File: src/rtl/instr_fetch_unit.sv
// ----------------------------------------------------------------------------
// instr_fetch_unit
//    Fetch stage of the 8-bit nRISC core. Holds the PC, fetches one 8-bit
//    instruction per step from instruction memory over a req/ack handshake,
//    latches it into the IR and exposes the opcode (IR[7:5]) to the control
//    unit. Once the execute side reports completion, the PC advances to the
//    sequential, jump or taken-branch target and the retired counter ticks.
//
// Ports
//    clk          in   rising-edge clock
//    reset        in   synchronous, active-high reset
//    imem_req     out  fetch request to instruction memory
//    imem_addr    out  fetch address (always equal to pc)
//    imem_ack     in   instruction memory returns imem_rdata this cycle
//    imem_rdata   in   instruction word
//    instr        out  instruction register (IR)
//    opcode       out  IR[7:5], to the control unit
//    instr_valid  out  IR holds an instruction ready for decode
//    exec_done    in   execute/writeback finished the current instruction
//    zero         in   ALU zero flag for beq, sampled together with exec_done
//    pc           out  current program counter
//    retired      out  count of completed instructions (wraps)
// ----------------------------------------------------------------------------
module instr_fetch_unit #(
   parameter int                  PC_WIDTH  = 8,
   parameter logic [PC_WIDTH-1:0] RESET_PC  = '0,
   parameter int                  CNT_WIDTH = 16
) (
   input  logic                 clk,
   input  logic                 reset,
   output logic                 imem_req,
   output logic [PC_WIDTH-1:0]  imem_addr,
   input  logic                 imem_ack,
   input  logic [7:0]           imem_rdata,
   output logic [7:0]           instr,
   output logic [2:0]           opcode,
   output logic                 instr_valid,
   input  logic                 exec_done,
   input  logic                 zero,
   output logic [PC_WIDTH-1:0]  pc,
   output logic [CNT_WIDTH-1:0] retired
);

   localparam logic [2:0] OP_JMP = 3'b101;
   localparam logic [2:0] OP_BEQ = 3'b110;

   typedef enum logic {
      FETCH = 1'b0,
      EXEC  = 1'b1
   } state_t;

   state_t              state;
   logic [PC_WIDTH-1:0] seq_pc;
   logic [PC_WIDTH-1:0] jmp_target;
   logic [PC_WIDTH-1:0] branch_offset;
   logic [PC_WIDTH-1:0] next_pc;

   // Outputs come straight from registers, so there is no combinational
   // path from any input to any output.
   assign imem_addr = pc;
   assign opcode    = instr[7:5];

   // Target selection. All arithmetic is modulo 2^PC_WIDTH, so the PC wraps
   // silently past the top of memory and a beq offset of -1 loops on itself.
   always_comb begin
      seq_pc        = pc + PC_WIDTH'(1);
      jmp_target    = {{(PC_WIDTH-5){1'b0}}, instr[4:0]};
      branch_offset = {{(PC_WIDTH-5){instr[4]}}, instr[4:0]};
      next_pc       = seq_pc;
      if (opcode == OP_JMP) begin
         next_pc = jmp_target;
      end else if ((opcode == OP_BEQ) && zero) begin
         next_pc = seq_pc + branch_offset;
      end
   end

   // imem_req and instr_valid are registered alongside the state. The cycle
   // right after reset is a bubble with imem_req low; an ack is only accepted
   // while imem_req is actually asserted, so a stray ack in that bubble (or
   // during EXEC) has no effect.
   always_ff @(posedge clk) begin
      if (reset) begin
         state       <= FETCH;
         imem_req    <= 1'b0;
         instr_valid <= 1'b0;
         pc          <= RESET_PC;
         instr       <= '0;
         retired     <= '0;
      end else begin
         case (state)
            FETCH: begin
               imem_req <= 1'b1;
               if (imem_req && imem_ack) begin
                  instr       <= imem_rdata;
                  state       <= EXEC;
                  imem_req    <= 1'b0;
                  instr_valid <= 1'b1;
               end
            end
            EXEC: begin
               if (exec_done) begin
                  pc          <= next_pc;
                  retired     <= retired + CNT_WIDTH'(1);
                  state       <= FETCH;
                  imem_req    <= 1'b1;
                  instr_valid <= 1'b0;
               end
            end
            default: begin
               state <= FETCH;
            end
         endcase
      end
   end

endmodule

File: config.mk
export PLATFORM = sky130hd
export DESIGN_NAME = instr_fetch_unit
export DESIGN_NICKNAME = d
export VERILOG_FILES = /design/src/rtl/instr_fetch_unit.sv
export SDC_FILE = /design/constraint.sdc
export NUM_CORES = 1
export LEC_CHECK = 0
export CAP_MARGIN = 20
export CELL_PAD_IN_SITES_DETAIL_PLACEMENT = 1
export CELL_PAD_IN_SITES_GLOBAL_PLACEMENT = 2
export CORE_AREA = 2 2 86 88
export CTS_CLUSTER_SIZE = 40
export DETAILED_ROUTE_END_ITERATION = 6
export DIE_AREA = 0 0 88 90
export GPL_ROUTABILITY_DRIVEN = 0
export GPL_TIMING_DRIVEN = 0
export PLACE_DENSITY = 0.82
export SYNTH_ARGS = -nofsm -noshare
export SYNTH_HDL_FRONTEND = slang
export SYNTH_SLANG_ARGS = --single-unit
File: constraint.sdc
create_clock -name clk -period 3.6 [get_ports clk]
set_clock_uncertainty 0.05 [all_clocks]
set_input_delay 0.72 -clock clk [delete_from_list [all_inputs] [get_ports clk]]
set_output_delay 0.72 -clock clk [all_outputs]
set_load 0.02 [all_outputs]
Word-level counts from Yosys, hierarchy flattened

Index checks and enable logic that the tools add are counted.

Output and inout bits: 45
Word-level logic and storage cells: 30
Flip-flop bits (word level): 35
Input bits: 13

Bitwise logic cells: 1
Eq/ne operators: 4
Muxes and demuxes: 11
Reduce and logical (&&, ||, !) cells: 5
$add $sub $neg: 3

Operator list:

| cell                                           | number |
|---|---|
| adder 16 x 1 -> 16 bit (second input constant) | 1 |
| 2-to-1 mux 8 bit                               | 2 |
| adder 8 x 1 -> 8 bit (second input constant)   | 1 |
| adder 8 bit                                    | 1 |
| equality test 3 bit (second input constant)    | 2 |
| 2-to-1 mux 1 bit                               | 6 |
| case mux 1 bit (2 select lines)                | 3 |
| AND reduction 2 bit                            | 3 |
| != test 2 bit (second input constant)          | 2 |
| logical AND 1 bit                              | 2 |
| inverter 1 bit                                 | 1 |

Longest topological paths before layout

Word-level depth: 4
Mapped depth: 11
Mapped depth without buffers: 11

Worst setup path after synthesis

No wires, ideal clock.

Kind: flip-flop to flip-flop
Start point: register pc[0], in the netlist imem_addr[0]
End point: register pc[7], in the netlist imem_addr[7]
Data arrival time: 2428 ps
Path slack: 995 ps
Stages on the path, launching flop included: 12
Library setup time: 127 ps
Period minus slack after synthesis: 2605 ps
Path through: dfxtp_1 -> ha_1 -> nand3_1 -> nor2_1 -> xor2_1 -> ha_1 -> a21oi_1 -> nand2_1 -> mux2_4 -> a21oi_4 -> mux2i_1 -> o211ai_1

Longest elaborated chain between the ends: 4

RTL lines:

| element                  | line | text |
|---|---|---|
| start: declaration       | 40   | `output logic [PC_WIDTH-1:0] pc,` |
| start signal: assignment | 102  | `pc <= next_pc;` |
| adder 8 x 1 -> 8 bit *   | 66   | `seq_pc = pc + PC_WIDTH'(1);` |
| adder 8 bit              | 73   | `next_pc = seq_pc + branch_offset;` |
| 2-to-1 mux 8 bit *       | 72   | `end else if ((opcode == OP_BEQ) && zero) begin` |
| 2-to-1 mux 8 bit *       | 70   | `if (opcode == OP_JMP) begin` |

Mark *: on every way between the ends. The rest lies on a longest branch, timed or not.
A chain may end at the register's enable or synchronous reset.

Final worst setup path

Same ends and word-level chain as after synthesis.

==> impl_metrics.ini <==
[outcome]
outcome = finished clean

[clock_tree]
htree_num_levels = 2
cts_buffer_count = 5
clock_path_buffers = 2
post_cts.resized_instances = 0
cts_setup_buffers = 0
tritoncts = done
clock_latency_ns = 0.28
cts_hold_buf = 0
cts_sinks = 35
worst_setup_hold_path_clk_slew_ns = 0.07
cts_root_buffer = clkbuf_8

[worst_setup_path]
crit_family = adder cells
worst_ep_arrival_time_ns = 2.93
rr_worst_depth = 11
slowest_delay_ns = 0.47
cp.required_ns = 3.72
worstReg2RegEnd = imem_addr[7]
critPathSlowestCell = dfxtp_1
worstPathBufferInverterCount = 0
reg2reg_from = imem_addr[0]
critPathCaptureType = flip-flop
worst-r2r-setup-slack_ns = 0.79
cp_cell_sequence = ha_1 -> nand3_1 -> nor2_1 -> xor2_1 -> ha_1 -> a21oi_1 -> nand2_1 -> mux2_4 -> a21oi_4 -> mux2i_1 -> o211ai_1
criticalPathCategory = flip-flop to flip-flop
cp-start-kind = flip-flop
critical_path.most_common_cell = ha_1
critPathMaxFanout = 7

[floorplan]
core_area_um2 = 7020
dieWidth_um = 88
io_pins = 58
die_h_um = 90
dieArea_um2 = 7920
floorplan.initialDensity_pct = 28.0
row_count = 31

[synthesis]
synth-warning-count = 0
synth.ff_latch_count = 35
syn_area_um2 = 1960
post_synth_inst_count = 227
netlist.top_cell.by_area = dfxtp_1
ranking_of_synthesized_cells_by_area = dfxtp_1, xor2_1, nor2_1
synth_nets = 250
yosysUniqueCellTypes = 40
share_of_the_yosys_chip_area_belonging_to_registers_pct = 35.7
synthesis.area_per_instance_um2 = 8.65
synth_top_area_share_pct = 35.7

[timing]
timing.final.max_slew_violations = 0
worst-slew-pin-transition_ns = 0.556
clock.fmax_mhz = 356
final.setup.tns_ns = 0
period_needed_ns = 2.81
finalSetupViolations = 0
final_hold_viol_count = 0
finalWorstSetupSlack_ns = 0.790
period_share_pct = 78.1
relSlewSlack_pct = 62.9
setup_repair_after_global_routing_missed_its_margin = no

[global_route]
vias_in_the_first_global_route = 1932
grt_first_pass_wirelength_mm = 9.07
antenna_found_initial = 0
largest_net_degree_at_the_start_of_global_routing = 11
grt_use_total_pct = 14.3
global_route.overflow_total = 0

[finish]
ratio_of_cells_with_drive_above_1_in_the_final_layout_pct = 10.0
fill_cells = 843
insertedDiodeCount = 0
final_cell_area_um2 = 2740
finish.net_count = 313
area_growth_syn_to_layout_pct = 39.3

[power]
irDropWorstVdd_uv = 139
power.leakage_nw = 1.08
power-per-cell-area_nw_per_um2 = 294

[hold_path]
hold_path_depth = 2
holdCritPathClass = flip-flop to flip-flop
timing.hold.worst.start = instr_valid
min_delay_worst_endpoint = instr_valid

[placed_design]
placed_cell_area_um2 = 2650
preCtsSetupSlack_ns = 0.748
place.detailed.hpwl_mm = 4.11
numPortBuffers = 56

[route]
drt-initial-drc-count = 28
ant_nets = 0
post_drt_via_cell_ratio = 4.59
routed_wire_length_per_instance_um = 13.7
route.final.wire_length_mm = 5.34
drc_errors = 0
first_pass_iters = 3
dr_total_vias = 1787

[flow_run]
max_cap_viols = 0
## synth_stat cells (all sizes together)
cell    number
o31ai        1
fa           1
or3          2
nand2       18
mux2i       11
or2          1
or2b         1
a21oi       15
xor2        16
buf         13
nor2        36
nand4b       1
nor3b        1
a221oi       1
ha           9
nor4         1
a21o         2
inv          4
xnor2        8
dfxtp       35
mux2         1
nand3        8
and2         1
nand4        5
o211ai       3
clkbuf       5
and3         1
nand3b       3
and4         2
o21ai       10
a211oi       5
a31oi        1
nor3         4
a32oi        1
## registers in the layout, summed over array words and instances (netlist names)
name,count
imem_addr,8
state,1
imem_req,1
instr,8
retired,16
instr_valid,1
## worst reg2reg max path: stages (launching register included)
cell      delay, ns
dfxtp_1        0.47
ha_1           0.24
nand3_1        0.12
nor2_1         0.16
xor2_1         0.23
ha_1           0.32
a21oi_1        0.21
nand2_1        0.08
mux2_4         0.30
a21oi_4        0.20
mux2i_1        0.21
o211ai_1       0.10
## power by group
part / internal [W] / total [W] / switching, W
Sequential: 0.000396 / 0.000408 / 0.0000121
Combinational: 0.0000511 / 0.000102 / 0.0000513
Clock: 0.000150 / 0.000294 / 0.000143
Total: 0.000597 / 0.000804 / 0.000207
## cells in the final DEF, fill, tap and decap left out, types with 2 or more instances in the layout
cell type | netlist | routed
o21ai_0 | 9 | 9
nand2_1 | 18 | 18
ha_1 | 9 | 9
dfxtp_1 | 35 | 35
nand3_1 | 8 | 8
nor2_1 | 36 | 36
nor3_1 | 4 | 4
a211oi_1 | 4 | 4
clkbuf_1 | 5 | 5
inv_1 | 4 | 4
mux2i_1 | 11 | 11
nand4_1 | 5 | 5
and4_1 | 2 | 2
a21oi_1 | 14 | 14
clkbuf_8 | 0 | 6
xor2_1 | 16 | 16
buf_2 | 2 | 2
clkdlybuf4s50_1 | 0 | 56
or3_1 | 2 | 2
buf_4 | 11 | 11
o211ai_1 | 3 | 3
xnor2_1 | 8 | 8
nand3b_1 | 2 | 2
## kinds of logic after synthesis
group / after synthesis / share of synthesized area [%]
mux: 12 / 6.37
compound gates: 39 / 12.9
fa+ha+maj: 10 / 6.75
simple gates: 85 / 21.2
buf+inv: 22 / 6.43
xor+xnor: 24 / 10.7
flops: 35 / 35.7
## metrics by stage
step | hold slack, ns | utilization, % | total power [W] | cells
global route | 0.466 | 39.0 | 0.000839 | 389
CTS | 0.418 | 39.0 | 0.000817 | 389
detailed placement | 0.405 | 37.7 | 0.000521 | 382
floorplan | 0.481 | - | 0.000472 | 227
finish | 0.425 | 39.0 | 0.000804 | 389
global placement | 0.394 | 37.7 | 0.000519 | 382
## layer usage
metal  part of all wire, %  up-vias  GRT usage [%]
met5                     0        -              0
li1                      -      898              -
met3                   5.6        6           4.50
met2                    47       43           23.2
met4                   1.2        0           4.23
met1                    46      840           17.9
## layout make-up
class | instances | area, µm² | share of cell area (%)
tap | 99 | 124 | 4.53
clock buffer | 6 | 82.6 | 3.02
buffer | 18 | 111 | 4.07
sequential | 35 | 701 | 25.6
multi-input combinational | 170 | 1140 | 41.6
timing repair buffer | 56 | 561 | 20.5
clock inverter | 1 | 5.00 | 0.183
inverter | 4 | 15.0 | 0.549
## worst max-delay path by stage
| stage | cells past startpoint | start | slack, ns | end |
|---|---|---|---|---|
| 2_1_floorplan | 11 | imem_addr[0] | 0.99 | imem_addr[7] |
| 4_1_cts | 11 | imem_addr[0] | 0.75 | imem_addr[7] |
| 6_report | 11 | imem_addr[0] | 0.79 | imem_addr[7] |
| 5_1_grt | 11 | imem_addr[0] | 0.60 | imem_addr[7] |
| 3_3_place_gp | 11 | imem_addr[0] | 0.79 | imem_addr[7] |
| 3_5_place_dp | 11 | imem_addr[0] | 0.75 | imem_addr[7] |
(Power assumes the default switching activity.)
